**src/rtl/axi_write_queue_pkg.sv**
```systemverilog
// rtl/axi_write_queue_pkg.sv - shared encodings and drain-state enum for the posted-write queue
package axi_write_queue_pkg;

    localparam logic [2:0] WR_TYPE_BYTE = 3'b000;
    localparam logic [2:0] WR_TYPE_HALF = 3'b001;
    localparam logic [2:0] WR_TYPE_WORD = 3'b010;
    localparam logic [2:0] WR_TYPE_LINE = 3'b100;

    localparam logic [1:0] AXI_BURST_INCR = 2'b01;
    localparam logic [1:0] AXI_RESP_OKAY  = 2'b00;

    typedef enum logic [1:0] {
        IDLE,
        XFER,
        WAIT_B
    } drain_state_e;

endpackage

```
**src/rtl/axi_write_queue_if.sv**
```systemverilog
// rtl/axi_write_queue_if.sv - AXI write-channel bundle (AW, W, B) between queue and interconnect
interface axi_write_queue_if;

    logic [3:0]  awid;
    logic [31:0] awaddr;
    logic [7:0]  awlen;
    logic [2:0]  awsize;
    logic [1:0]  awburst;
    logic        awlock;
    logic [3:0]  awcache;
    logic [2:0]  awprot;
    logic        awvalid;
    logic        awready;

    logic [3:0]  wid;
    logic [31:0] wdata;
    logic [3:0]  wstrb;
    logic        wlast;
    logic        wvalid;
    logic        wready;

    logic [3:0]  bid;
    logic [1:0]  bresp;
    logic        bvalid;
    logic        bready;

    modport master (
        output awid, awaddr, awlen, awsize, awburst, awlock, awcache, awprot, awvalid,
        input  awready,
        output wid, wdata, wstrb, wlast, wvalid,
        input  wready,
        input  bid, bresp, bvalid,
        output bready
    );

    modport slave (
        input  awid, awaddr, awlen, awsize, awburst, awlock, awcache, awprot, awvalid,
        output awready,
        input  wid, wdata, wstrb, wlast, wvalid,
        output wready,
        output bid, bresp, bvalid,
        input  bready
    );

endinterface

```
**src/rtl/axi_write_queue_line_match.sv**
```systemverilog
// rtl/axi_write_queue_line_match.sv - parallel line-tag compare of every pending entry against a read
module axi_write_queue_line_match #(
    parameter int DEPTH = 4,
    parameter int TW    = 28
) (
    input  logic [TW-1:0]    tag [DEPTH],
    input  logic [DEPTH-1:0] valid,
    input  logic [TW-1:0]    chk_tag,
    output logic             hit
);

    always_comb begin
        hit = 1'b0;
        for (int i = 0; i < DEPTH; i++) begin
            if (valid[i] && (tag[i] == chk_tag)) begin
                hit = 1'b1;
            end
        end
    end

endmodule

```
**src/rtl/axi_write_queue.sv**
```systemverilog
// rtl/axi_write_queue.sv - posted-write queue draining in order as AXI INCR bursts with line hazard check
module axi_write_queue #(
    parameter int         DEPTH      = 4,
    parameter int         LINE_WORDS = 4,
    parameter logic [3:0] AXI_ID     = 4'd1
) (
    input  logic                     clk,
    input  logic                     resetn,
    input  logic                     wr_req,
    input  logic [2:0]               wr_type,
    input  logic [31:0]              wr_addr,
    input  logic [3:0]               wr_wstrb,
    input  logic [32*LINE_WORDS-1:0] wr_data,
    output logic                     wr_rdy,
    input  logic [31:0]              chk_addr,
    output logic                     chk_hit,
    output logic                     empty,
    output logic                     err,
    axi_write_queue_if.master        axi
);
    import axi_write_queue_pkg::*;

    localparam int PW  = $clog2(DEPTH);
    localparam int CW  = PW + 1;
    localparam int BW  = $clog2(LINE_WORDS);
    localparam int OFS = $clog2(LINE_WORDS * 4);
    localparam int TW  = 32 - OFS;

    logic [31:0] addr_q [DEPTH];
    logic [31:0] data_q [DEPTH][LINE_WORDS];
    logic [3:0]  strb_q [DEPTH];
    logic [7:0]  len_q  [DEPTH];
    logic [2:0]  size_q [DEPTH];

    logic [PW-1:0] head, tail;
    logic [CW-1:0] count;

    drain_state_e  state;
    logic [BW-1:0] beat;
    logic          awvalid_q, wvalid_q, wlast_q, bready_q, err_q;

    logic enq, retire, b_match, aw_fire, w_fire, act;

    assign wr_rdy  = count < CW'(DEPTH);
    assign empty   = count == '0;
    assign enq     = wr_req && wr_rdy;
    assign b_match = axi.bvalid && (axi.bid == AXI_ID);
    assign retire  = bready_q && b_match;
    assign aw_fire = awvalid_q && axi.awready;
    assign w_fire  = wvalid_q && axi.wready;
    assign act     = state == XFER;

    always_ff @(posedge clk) begin
        if (enq) begin
            addr_q[tail] <= wr_addr;
            for (int w = 0; w < LINE_WORDS; w++) begin
                data_q[tail][w] <= wr_data[w*32 +: 32];
            end
            if (wr_type == WR_TYPE_LINE) begin
                strb_q[tail] <= 4'hF;
                len_q[tail]  <= 8'(LINE_WORDS - 1);
                size_q[tail] <= 3'd2;
            end else begin
                strb_q[tail] <= wr_wstrb;
                len_q[tail]  <= 8'd0;
                size_q[tail] <= wr_type;
            end
        end
    end

    always_ff @(posedge clk) begin
        if (!resetn) begin
            head  <= '0;
            tail  <= '0;
            count <= '0;
        end else begin
            if (enq)    tail <= tail + PW'(1);
            if (retire) head <= head + PW'(1);
            count <= count + CW'(enq) - CW'(retire);
        end
    end

    // awvalid_q/wvalid_q double as the inverse of the aw_done/w_done flags while in XFER
    always_ff @(posedge clk) begin
        if (!resetn) begin
            state     <= IDLE;
            beat      <= '0;
            awvalid_q <= 1'b0;
            wvalid_q  <= 1'b0;
            wlast_q   <= 1'b0;
            bready_q  <= 1'b0;
            err_q     <= 1'b0;
        end else begin
            case (state)
                IDLE: begin
                    if (count != '0) begin
                        beat      <= '0;
                        awvalid_q <= 1'b1;
                        wvalid_q  <= 1'b1;
                        wlast_q   <= len_q[head] == 8'd0;
                        state     <= XFER;
                    end
                end
                XFER: begin
                    if (aw_fire) awvalid_q <= 1'b0;
                    if (w_fire) begin
                        if (wlast_q) begin
                            wvalid_q <= 1'b0;
                            wlast_q  <= 1'b0;
                        end else begin
                            beat    <= beat + BW'(1);
                            wlast_q <= (8'(beat) + 8'd1) == len_q[head];
                        end
                    end
                    if ((!awvalid_q || aw_fire) && (!wvalid_q || (w_fire && wlast_q))) begin
                        state    <= WAIT_B;
                        bready_q <= 1'b1;
                    end
                end
                WAIT_B: begin
                    if (b_match) begin
                        bready_q <= 1'b0;
                        state    <= IDLE;
                        if (axi.bresp != AXI_RESP_OKAY) err_q <= 1'b1;
                    end
                end
                default: state <= IDLE;
            endcase
        end
    end

    assign err = err_q;

    // payload is forced to zero outside XFER so reset and idle show a quiet bus
    assign axi.awid    = act ? AXI_ID : '0;
    assign axi.awaddr  = act ? addr_q[head] : '0;
    assign axi.awlen   = act ? len_q[head] : '0;
    assign axi.awsize  = act ? size_q[head] : '0;
    assign axi.awburst = AXI_BURST_INCR;
    assign axi.awlock  = 1'b0;
    assign axi.awcache = 4'd0;
    assign axi.awprot  = 3'd0;
    assign axi.awvalid = awvalid_q;
    assign axi.wid     = act ? AXI_ID : '0;
    assign axi.wdata   = act ? data_q[head][beat] : '0;
    assign axi.wstrb   = act ? strb_q[head] : '0;
    assign axi.wlast   = wlast_q;
    assign axi.wvalid  = wvalid_q;
    assign axi.bready  = bready_q;

    logic [TW-1:0]    tag [DEPTH];
    logic [DEPTH-1:0] valid;

    always_comb begin
        for (int i = 0; i < DEPTH; i++) begin
            tag[i]   = addr_q[i][31:OFS];
            valid[i] = {1'b0, PW'(i) - head} < count;
        end
    end

    axi_write_queue_line_match #(
        .DEPTH (DEPTH),
        .TW    (TW)
    ) u_line_match (
        .tag     (tag),
        .valid   (valid),
        .chk_tag (chk_addr[31:OFS]),
        .hit     (chk_hit)
    );

endmodule

```
**src/flat_wrapper.sv**
```systemverilog
// flat-port wrapper written by rule: the top's interface ports become plain ports
module axi_write_queue_flat import axi_write_queue_pkg::*;
#(
    parameter int         DEPTH      = 4,
    parameter int         LINE_WORDS = 4,
    parameter logic [3:0] AXI_ID     = 4'd1
)
  (clk, resetn, wr_req, wr_type, wr_addr, wr_wstrb, wr_data, wr_rdy, chk_addr, chk_hit, empty, err, axi_awid, axi_awaddr, axi_awlen, axi_awsize, axi_awburst, axi_awlock, axi_awcache, axi_awprot, axi_awvalid, axi_awready, axi_wid, axi_wdata, axi_wstrb, axi_wlast, axi_wvalid, axi_wready, axi_bid, axi_bresp, axi_bvalid, axi_bready);
  axi_write_queue_if axi_i ();
  input  logic clk;
  input  logic resetn;
  input  logic wr_req;
  input  logic [2:0] wr_type;
  input  logic [31:0] wr_addr;
  input  logic [3:0] wr_wstrb;
  input  logic [32*LINE_WORDS-1:0] wr_data;
  output logic wr_rdy;
  input  logic [31:0] chk_addr;
  output logic chk_hit;
  output logic empty;
  output logic err;
  output wire logic [$bits(axi_i.awid)-1:0] axi_awid;
  output wire logic [$bits(axi_i.awaddr)-1:0] axi_awaddr;
  output wire logic [$bits(axi_i.awlen)-1:0] axi_awlen;
  output wire logic [$bits(axi_i.awsize)-1:0] axi_awsize;
  output wire logic [$bits(axi_i.awburst)-1:0] axi_awburst;
  output wire logic [$bits(axi_i.awlock)-1:0] axi_awlock;
  output wire logic [$bits(axi_i.awcache)-1:0] axi_awcache;
  output wire logic [$bits(axi_i.awprot)-1:0] axi_awprot;
  output wire logic [$bits(axi_i.awvalid)-1:0] axi_awvalid;
  input wire logic [$bits(axi_i.awready)-1:0] axi_awready;
  output wire logic [$bits(axi_i.wid)-1:0] axi_wid;
  output wire logic [$bits(axi_i.wdata)-1:0] axi_wdata;
  output wire logic [$bits(axi_i.wstrb)-1:0] axi_wstrb;
  output wire logic [$bits(axi_i.wlast)-1:0] axi_wlast;
  output wire logic [$bits(axi_i.wvalid)-1:0] axi_wvalid;
  input wire logic [$bits(axi_i.wready)-1:0] axi_wready;
  input wire logic [$bits(axi_i.bid)-1:0] axi_bid;
  input wire logic [$bits(axi_i.bresp)-1:0] axi_bresp;
  input wire logic [$bits(axi_i.bvalid)-1:0] axi_bvalid;
  output wire logic [$bits(axi_i.bready)-1:0] axi_bready;
  assign axi_awid = axi_i.awid;
  assign axi_awaddr = axi_i.awaddr;
  assign axi_awlen = axi_i.awlen;
  assign axi_awsize = axi_i.awsize;
  assign axi_awburst = axi_i.awburst;
  assign axi_awlock = axi_i.awlock;
  assign axi_awcache = axi_i.awcache;
  assign axi_awprot = axi_i.awprot;
  assign axi_awvalid = axi_i.awvalid;
  assign axi_i.awready = axi_awready;
  assign axi_wid = axi_i.wid;
  assign axi_wdata = axi_i.wdata;
  assign axi_wstrb = axi_i.wstrb;
  assign axi_wlast = axi_i.wlast;
  assign axi_wvalid = axi_i.wvalid;
  assign axi_i.wready = axi_wready;
  assign axi_i.bid = axi_bid;
  assign axi_i.bresp = axi_bresp;
  assign axi_i.bvalid = axi_bvalid;
  assign axi_bready = axi_i.bready;
  axi_write_queue #(.DEPTH(DEPTH), .LINE_WORDS(LINE_WORDS), .AXI_ID(AXI_ID)) u_core (.clk(clk), .resetn(resetn), .wr_req(wr_req), .wr_type(wr_type), .wr_addr(wr_addr), .wr_wstrb(wr_wstrb), .wr_data(wr_data), .wr_rdy(wr_rdy), .chk_addr(chk_addr), .chk_hit(chk_hit), .empty(empty), .err(err), .axi(axi_i));
endmodule
```
**config.mk**
```make
export PLATFORM = sky130hd
export DESIGN_NAME = axi_write_queue_flat
export DESIGN_NICKNAME = d
export VERILOG_FILES = /design/src/rtl/axi_write_queue_pkg.sv /design/src/rtl/axi_write_queue_if.sv /design/src/rtl/axi_write_queue_line_match.sv /design/src/rtl/axi_write_queue.sv /design/src/flat_wrapper.sv
export SDC_FILE = /design/constraint.sdc
export NUM_CORES = 1
export LEC_CHECK = 0
export CORE_MARGIN = 2
export CORE_UTILIZATION = 56
export DETAILED_ROUTE_END_ITERATION = 12
export HOLD_SLACK_MARGIN = 0.03
export PLACE_DENSITY_LB_ADDON = 0.25
export SLEW_MARGIN = 20
export SYNTH_ARGS = -nofsm -noshare
export SYNTH_HDL_FRONTEND = slang
export SYNTH_SLANG_ARGS = --single-unit
```
**constraint.sdc**
```tcl
create_clock -name clk -period 8.58 [get_ports clk]
set_clock_uncertainty 0.2 [all_clocks]
set_input_delay 1.716 -clock clk [delete_from_list [all_inputs] [get_ports clk]]
set_output_delay 1.716 -clock clk [all_outputs]
set_load 0.05 [all_outputs]
```
==> results of run 1 <==
-- critical path: stages --
cell             delay [ns]
clkdlybuf4s50_1        0.63
xor2_1                 0.16
nor4_1                 0.62
nand4_1                0.22
nor4_1                 0.20
or3_1                  0.18
clkdlybuf4s50_1        0.81
-- cells in the final DEF (no fill, tap or decap), types with 6 or more instances in the layout --
cell type	netlist	routed
nand4_1	10	10
xor2_1	96	96
clkinv_2	0	11
inv_1	14	14
nand2b_1	6	6
nor4_1	26	26
buf_4	27	10
conb_1	2	22
mux4_2	200	200
nand2_1	6	6
clkinv_1	0	12
edfxtp_1	672	672
xnor2_1	22	22
clkbuf_1	27	18
a21oi_1	6	6
clkdlybuf4s50_1	0	289
nor2b_1	7	7
clkbuf_16	0	73
and2_1	89	85
dfxtp_1	18	14
o21ai_0	10	10
ha_1	14	13
-- sequential cells by signal, summed over array words and instances (netlist names), named ones only --
signal              cells
u_core.beat             2
u_core.len_q            4
u_core.axi.wlast        1
u_core.size_q          12
u_core.err              1
u_core.data_q         512
u_core.state            2
u_core.head             2
u_core.axi.bready       1
u_core.strb_q          16
u_core.axi.awvalid      1
u_core.count            3
u_core.addr_q         128
u_core.axi.wvalid       1
u_core.tail             2
-- report_power, final --
part | total [µW] | internal [µW] | switching (µW)
combinational | 1600 | 630 | 969
clock | 2870 | 1680 | 1190
sequential | 4330 | 4200 | 132
-- cell type report --
type	instances	area [µm²]
diodes	3	7.51
fillers	3089	15400
clock buffers	91	1890
multi-input cells	549	7020
inverters	14	52.6
clock inverters	32	278
repair buffers	304	3070
flip-flops and latches	690	20600
well taps	664	831
-- routing by layer --
metal  track usage, %  wire length, µm
met4             7.44             1440
met3             6.26             4620
met5                0              128
met2             35.8            28200
met1             30.7            23100
-- cell families (layout without fill, tap and decap cells) --
group           after synthesis  after routing
fa+ha+maj                    15             15
other cells                   2             25
xor+xnor                    118            118
simple gates                162            162
compound gates               31             31
buf+inv                      96            441
flops                       690            690
mux                         201            201
-- through the flow --
step	hold WS, ns	power (µW)	setup slack, ns	util [%]	std cells
floorplan	0.313	5440	1.91	-	1335
global placement	0.248	5970	2.26	64.1	2221
detailed placement	0.265	6010	2.25	64.1	2221
CTS	0.278	8890	2.20	68.6	2344
global route	0.298	9120	1.97	68.6	2346
finish	0.276	8800	2.12	68.6	2347
-- worst paths after layout --
path | from | end | slack (ns)
max | chk_addr[28] | chk_hit | 2.12
max reg2reg | u_core.count[2] | u_core.data_q[1][44] | 5.45
min | u_core.err | u_core.err | 0.28
min reg2reg | u_core.err | u_core.err | 0.28
==> results.ini, run 1 <==
[timing]
setup_tns_ns=0
hold_violations=0
slew_viol_final=0
post-route-period-util_pct=75.3
fin_crit_ns=6.46
setup_viol=0
fmax_ghz=0.155
relSlewSlack_pct=25.3
rsz0062_at_grt=no
tightest_slew_ns=1.12

[floorplan]
std_cell_rows=81
dieArea_um2=51800
start_util_pct=57.0
core_um2=49200
die_w_um=228
chipHeight_um=228
io_pins=316

[clock_tree]
holdBufCountCts=0
path_clk_slew_ns=0.06
clock_latency_ns=0.57
numCtsBuffers=70
cts_tree=yes
cts.htree.levels=3
root_buffer=clkbuf_16
cts_buffer_depth=3
cts_setup_buffers=0
clock-sinks=690
post_cts_resized=0

[synthesis]
netlist_instances=1315
ys_seq_elements=690
synth-compound-area-share_pct=0.692
synthAdderAreaFrac_pct=0.697
syn_area_per_cell_um2=21.3
yosys_warnings=0
synth_top_family_by_area=multiplexers
synth_edf_count=672
yosysTopAreaCellShare_pct=72.0
synthArstFlopShare_pct=0
ys_seq_area_share_pct=73.3
synth.most_common_cell=edfxtp_1
synth_xor_xnor_area_share_pct=3.69
yosysTopAreaCell=edfxtp_1
synth_area_leaders=edfxtp_1, mux4_2, xor2_1
synthFlopType=edfxtp_1
syn-cell-area_um2=28000
muxShareOfSynthArea_pct=16.1
synthSimpleGateAreaFrac_pct=3.54
synth_top_cells_by_count=edfxtp_1, mux4_2, xor2_1, and2_1
synth_cell_types=44

[drt]
drtIter0Drc=1081
detail-route-antenna-nets=0
avgViaCountPerCell=5.83
drcViolationCount=0
detail_route.first_pass.iterations=7
routedWlPerCell_um=24.5
num_vias=13690
wl_um=57500

[flow_run]
maxCapViolations=0

[global_route]
grt_overflow=0
grt_pass1_vias=14009
grt_use_total_pct=22.5
grt_pass1_wl_um=84600
antenna_found_initial=14
grt_max_degree=161

[cells_and_area]
layout-drive-gt1-share_pct=19.0
fin_area_um2=33700
nets=1855
area_growth_syn_to_layout_pct=20.3

[critical_path]
critical_path_class=in2out
reg2reg_depth=3
required_ns=6.66
crit_path_end_kind=output port
crit_arrival_ns=4.54
cp-start-kind=primary input
path_max_fanout=4

[status]
status=completed

[power]
ir_drop_v=0.000186
p_leak_uw=0.0106
p_per_area_nw_per_um2=261

[placement]
dp_hpwl_um=34400
portBuffers=289
finalWeightedCongestion=0.854
dpl-instance-area_um2=31500

[hold_path]
holdPathStages=1
min_path_type=reg2reg

Note: power is estimated with default switching activity, not from simulation.
==> run 2, diff against run 1 <==
clock period = 6.3 ns   (was 8.58 ns; I/O delays follow)
==> results.ini, run 2 (synthesized netlist as in run 1, its figures left out) <==
[status]
status=completed  ; unchanged

[placement]
portBuffers=289  ; unchanged
finalWeightedCongestion=0.872  ; was 0.854
dp_hpwl_um=36200  ; was 34,400 µm
dpl-instance-area_um2=31600  ; was 31,500 µm²

[cells_and_area]
mostFrequentLayoutCell=edfxtp_1  ; unchanged
nets=1859  ; was 1,855
layout-drive-gt1-share_pct=19.6  ; was 19.0%
antenna_cells=0  ; was 3
top_regs=u_core.data_q: 512 flops, u_core.addr_q: 128 flops, u_core.strb_q: 16 flops  ; unchanged
multi_input_area_um2=7020  ; unchanged
area_growth_syn_to_layout_pct=20.9  ; was 20.3%
fin_area_um2=33900  ; was 33,700 µm²
fillers=3087  ; was 3,089
largest_reg_flops=512  ; unchanged
largest_register=u_core.data_q  ; unchanged
final_cell_mix=edfxtp_1, clkdlybuf4s50_1, mux4_2, xor2_1, and2_1  ; unchanged
regArea_um2=20600  ; unchanged

[timing]
tightest_slew_ns=1.10  ; was 1.12 ns
hold_violations=0  ; unchanged
rsz0062_at_grt=no  ; unchanged
fin_crit_ns=5.54
relSlewSlack_pct=26.8  ; was 25.3%
setup_tns_ns=0  ; unchanged
slew_viol_final=0  ; unchanged
setup_viol=0  ; unchanged
fmax_ghz=0.181
post-route-period-util_pct=87.9

[clock_tree]
numCtsBuffers=69  ; was 70
path_clk_slew_ns=0.06  ; about the same
holdBufCountCts=0  ; unchanged
cts_setup_buffers=0  ; unchanged
cts_tree=yes  ; unchanged
root_buffer=clkbuf_16  ; unchanged
cts.htree.levels=3  ; unchanged
clock-sinks=690  ; unchanged
clock_latency_ns=0.59  ; was 0.57 ns
post_cts_resized=0  ; unchanged
cts_buffer_depth=3  ; unchanged

[power]
total_power_uw=12200  ; was 8800 µW
p_per_area_nw_per_um2=359  ; was 261 nW/µm²
ir_drop_v=0.000307  ; was 0.000186 V
p_leak_uw=0.0107  ; was 0.0106 µW

[critical_path]
max_stage_delay_ns=0.81  ; about the same
crit_chain=clkdlybuf4s50_1, xor2_1, nor4_1, nand4_1, nor4_1, or3_1, clkdlybuf4s50_1  ; unchanged
path_max_fanout=4  ; unchanged
critical_path_class=in2out  ; unchanged
reg2reg_depth=3  ; unchanged
cp_slowest_cell=clkdlybuf4s50_1  ; unchanged
crit_arrival_ns=4.08  ; was 4.54 ns
cp-start-kind=primary input  ; unchanged
crit_path_end_kind=output port  ; unchanged
required_ns=4.84  ; was 6.66 ns

[global_route]
grt_use_total_pct=23.3  ; was 22.5%
grt_pass1_vias=14331  ; was 14.0k
grt_max_degree=86  ; was 161
grt_pass1_wl_um=86900  ; was 84,600 µm
grt_overflow=0  ; unchanged
antenna_found_initial=12  ; was 14

[floorplan]
io_pins=316  ; unchanged
chipHeight_um=228  ; unchanged
std_cell_rows=81  ; unchanged
core_um2=49200  ; unchanged
dieArea_um2=51800  ; unchanged
start_util_pct=57.0  ; unchanged
die_w_um=228  ; unchanged

[drt]
drcViolationCount=0  ; unchanged
wl_um=58800  ; was 57,500 µm
detail-route-antenna-nets=0  ; unchanged
drtIter0Drc=1125  ; was 1,081
routedWlPerCell_um=25.0  ; was 24.5 µm
avgViaCountPerCell=5.82  ; was 5.83
detail_route.first_pass.iterations=5  ; was 7
num_vias=13678  ; about the same

[hold_path]
min_path_type=reg2reg  ; unchanged
holdPathStages=1  ; unchanged

[flow_run]
maxCapViolations=0  ; unchanged

run 2: worst paths after layout:
check | to | slack [ns] | from
max | chk_hit | 0.76 | chk_addr[20]
min reg2reg | u_core.err | 0.26 | u_core.err
max reg2reg | u_core.addr_q[0][27] | 3.29 | u_core.count[2]
min | u_core.err | 0.26 | u_core.err
run 2: area by class of cell:
type                    count  share of cell area, %
repair buffers            309                   9.35
flip-flops and latches    690                   60.6
multi-input cells         549                   20.7
well taps                 664                   2.45
clock inverters            37                   1.18
clock buffers              88                   5.49
inverters                  14                  0.155
run 2: per-stage QoR:
| step | setup WS, ns | cells | hold slack (ns) | util, % |
|---|---|---|---|---|
| 2_1_floorplan | 0.0896 | 1335 | 0.313 | - |
| 3_3_place_gp | 0.867 | 2226 | 0.250 | 64.3 |
| 3_5_place_dp | 0.861 | 2226 | 0.254 | 64.3 |
| 4_1_cts | 0.847 | 2351 | 0.267 | 68.9 |
| 5_1_grt | 0.785 | 2351 | 0.306 | 68.9 |
| 6_report | 0.762 | 2351 | 0.262 | 68.9 |
run 2: power by group:
part	switching (µW)	total [µW]	leakage (µW)	internal (µW)
clock	1650	4070	0.00111	2430
combinational	1320	2200	0.00331	873
sequential	188	5900	0.00630	5710
total	3160	12200	0.0107	9010
run 2: metal layers:
| layer | GRT usage (%) | vias up | part of all wire (%) |
|---|---|---|---|
| met2 | 38.4 | 458 | 51 |
| li1 | - | 5977 | - |
| met5 | 0 | - | 0.24 |
| met3 | 6.02 | 78 | 7.9 |
| met1 | 31.1 | 7141 | 39 |
| met4 | 6.70 | 24 | 1.6 |
run 2: critical path, delay by kind of cell:
family,cells,cell delay (ns)
buffers and inverters,2,1.37
AND/OR/NAND/NOR,4,1.22
XOR/XNOR,1,0.22
==> run 3, diff against run 2 <==
--- a/config.mk
+++ b/config.mk
@@ -11,3 +11,3 @@
 export HOLD_SLACK_MARGIN = 0.03
-export PLACE_DENSITY_LB_ADDON = 0.25
+export PLACE_DENSITY = 0.8
 export SLEW_MARGIN = 20
==> constraint.sdc (replaced) <==
create_clock -name clk -period 6.3 [get_ports clk]
set_clock_uncertainty 0.2 [all_clocks]
set_input_delay 1.575 -clock clk [delete_from_list [all_inputs] [get_ports clk]]
set_output_delay 1.575 -clock clk [all_outputs]
set_load 0.05 [all_outputs]
==> results.ini, run 3 (synthesized netlist as in run 1, its figures left out) <==
[clock_tree]
cts_buffer_depth=3  ; unchanged
path_clk_slew_ns=0.06  ; about the same
numCtsBuffers=70  ; was 69
cts_tree=yes  ; unchanged
clock-sinks=690  ; unchanged
cts_setup_buffers=0  ; unchanged
cts.htree.levels=3  ; unchanged
holdBufCountCts=0  ; unchanged
post_cts_resized=0  ; unchanged
root_buffer=clkbuf_16  ; unchanged
clock_latency_ns=0.58  ; was 0.59 ns

[timing]
fmax_ghz=0.170  ; was 0.181 GHz
setup_viol=0  ; unchanged
post-route-period-util_pct=93.4  ; was 87.9%
slew_viol_final=0  ; unchanged
setup_tns_ns=0  ; unchanged
relSlewSlack_pct=28.3  ; was 26.8%
tightest_slew_ns=1.08  ; was 1.10 ns
fin_crit_ns=5.89  ; was 5.54 ns
hold_violations=0  ; unchanged
rsz0062_at_grt=no  ; unchanged

[hold_path]
holdCritStartpoint=u_core.err  ; unchanged
holdPathStages=1  ; unchanged
min_delay_worst_endpoint=u_core.err  ; unchanged
min_path_type=reg2reg  ; unchanged

[critical_path]
reg2reg_depth=3  ; unchanged
critical_path_class=in2out  ; unchanged
max_stage_delay_ns=0.81  ; about the same
required_ns=4.53  ; was 4.84 ns
crit_arrival_ns=4.11  ; was 4.08 ns
cp-start-kind=primary input  ; unchanged
ff2ff_setup_slack_ns=3.31  ; was 3.29 ns
reg2reg_from=u_core.count[2]  ; unchanged
crit_chain=clkdlybuf4s50_1, xor2_1, nor4_1, nand4_1, nor4_1, or3_1, clkdlybuf4s50_1  ; unchanged
cp_slowest_cell=clkdlybuf4s50_1  ; unchanged
path_max_fanout=4  ; unchanged
crit_path_end_kind=output port  ; unchanged
worstReg2RegEnd=u_core.data_q[2][26]  ; was u_core.addr_q[0][27]

[cells_and_area]
top_regs=u_core.data_q: 512 flops, u_core.addr_q: 128 flops, u_core.strb_q: 16 flops  ; unchanged
largest_reg_flops=512  ; unchanged
utilization_pct=69.1  ; was 68.9%
mostFrequentLayoutCell=edfxtp_1  ; unchanged
nets=1864  ; was 1,859
fin_area_um2=33900  ; about the same
area_growth_syn_to_layout_pct=21.2  ; was 20.9%
layout-drive-gt1-share_pct=19.6  ; about the same
final_cell_mix=edfxtp_1, clkdlybuf4s50_1, mux4_2, xor2_1, and2_1  ; unchanged
largest_register=u_core.data_q  ; unchanged
instances_no_fill=2367  ; was 2,351

[global_route]
antenna_found_initial=22  ; was 12
grt_max_degree=96  ; was 86
grt_use_total_pct=23.6  ; was 23.3%
grt_pass1_wl_um=89000  ; was 86,900 µm
grt_overflow=0  ; unchanged
grt_pass1_vias=14636  ; was 14.3k

[floorplan]
io_pins=316  ; unchanged
die_w_um=228  ; unchanged
core_um2=49200  ; unchanged
dieArea_um2=51800  ; unchanged
start_util_pct=57.0  ; unchanged
chipHeight_um=228  ; unchanged
std_cell_rows=81  ; unchanged

[placement]
dpl.cell_count=2230  ; was 2,226
dpl-instance-area_um2=31700  ; was 31,600 µm²
dp_hpwl_um=36800  ; was 36,200 µm
portBuffers=289  ; unchanged
finalWeightedCongestion=0.932  ; was 0.872

[drt]
wl_um=60500  ; was 58,800 µm
routedWlPerCell_um=25.5  ; was 25.0 µm
drtIter0Drc=1074  ; was 1,125
num_vias=13885  ; was 13.7k
detail_route.first_pass.iterations=5  ; unchanged
detail-route-antenna-nets=0  ; unchanged
drcViolationCount=0  ; unchanged
avgViaCountPerCell=5.87  ; was 5.82

[power]
ir_drop_v=0.000274  ; was 0.000307 V
p_leak_uw=0.0107  ; about the same
p_per_area_nw_per_um2=357  ; was 359 nW/µm²

[flow_run]
maxCapViolations=0  ; unchanged

[status]
status=completed  ; unchanged

==> run 3: changes by cell type in the layout (fill, tap and decap cells not counted), sizes merged, moves of 2 or more <==
| cell | before | now |
|---|---|---|
| clkinv | 24 | 31 |
| bufinv | 8 | 5 |
| clkinvlp | 2 | 0 |
| diode | 0 | 12 |
| buf | 20 | 24 |
==> run 3: power by group <==
group          internal (µW)  total (µW)  switching (µW)  leakage (µW)
Combinational            879        2210            1330       0.00334
Sequential              5720        5920             207       0.00630
Clock                   2340        3990            1650       0.00109
Total                   8940       12100            3180        0.0107
==> run 3: area by class of cell <==
class,instances,area (µm²)
clock inverters,38,313
flip-flops and latches,690,20600
well taps,664,831
fillers,3010,15200
repair buffers,313,3240
clock buffers,87,1900
diodes,12,30.0
multi-input cells,549,7030
inverters,14,52.6
==> run 3: worst max-delay path by stage <==
stage,startpoint,end,slack [ns],depth (start not counted)
3_3_place_gp,chk_addr[11],chk_hit,0.41,7
3_5_place_dp,chk_addr[11],chk_hit,0.43,7
5_1_grt,chk_addr[11],chk_hit,0.32,7
4_1_cts,chk_addr[11],chk_hit,0.41,7
6_report,chk_addr[23],chk_hit,0.41,7
2_1_floorplan,wr_req,u_core.addr_q[0][0],1.56,3
==> run 3: metal layers <==
metal,track usage (%),vias up,part of all wire [%]
li1,-,5990,-
met1,30.8,7203,39
met2,39.2,554,51
met3,6.04,116,7.6
met4,8.14,22,2.4
met5,0,-,0.27
==> run 3: through the flow <==
stage / hold WS (ns) / worst slack, ns / power [µW]
5_1_grt: 0.304 / 0.323 / 12500
2_1_floorplan: 0.313 / 1.56 / 7360
6_report: 0.266 / 0.413 / 12100
3_5_place_dp: 0.256 / 0.429 / 8210
3_3_place_gp: 0.249 / 0.409 / 8130
4_1_cts: 0.270 / 0.409 / 12200
==> run 3: critical path: cells and delay by family <==
kind                      cells  cell delay [ns]
xor gates and xnor gates      1             0.21
buffers and inverters         2             1.37
and+or+nand+nor               4             0.96
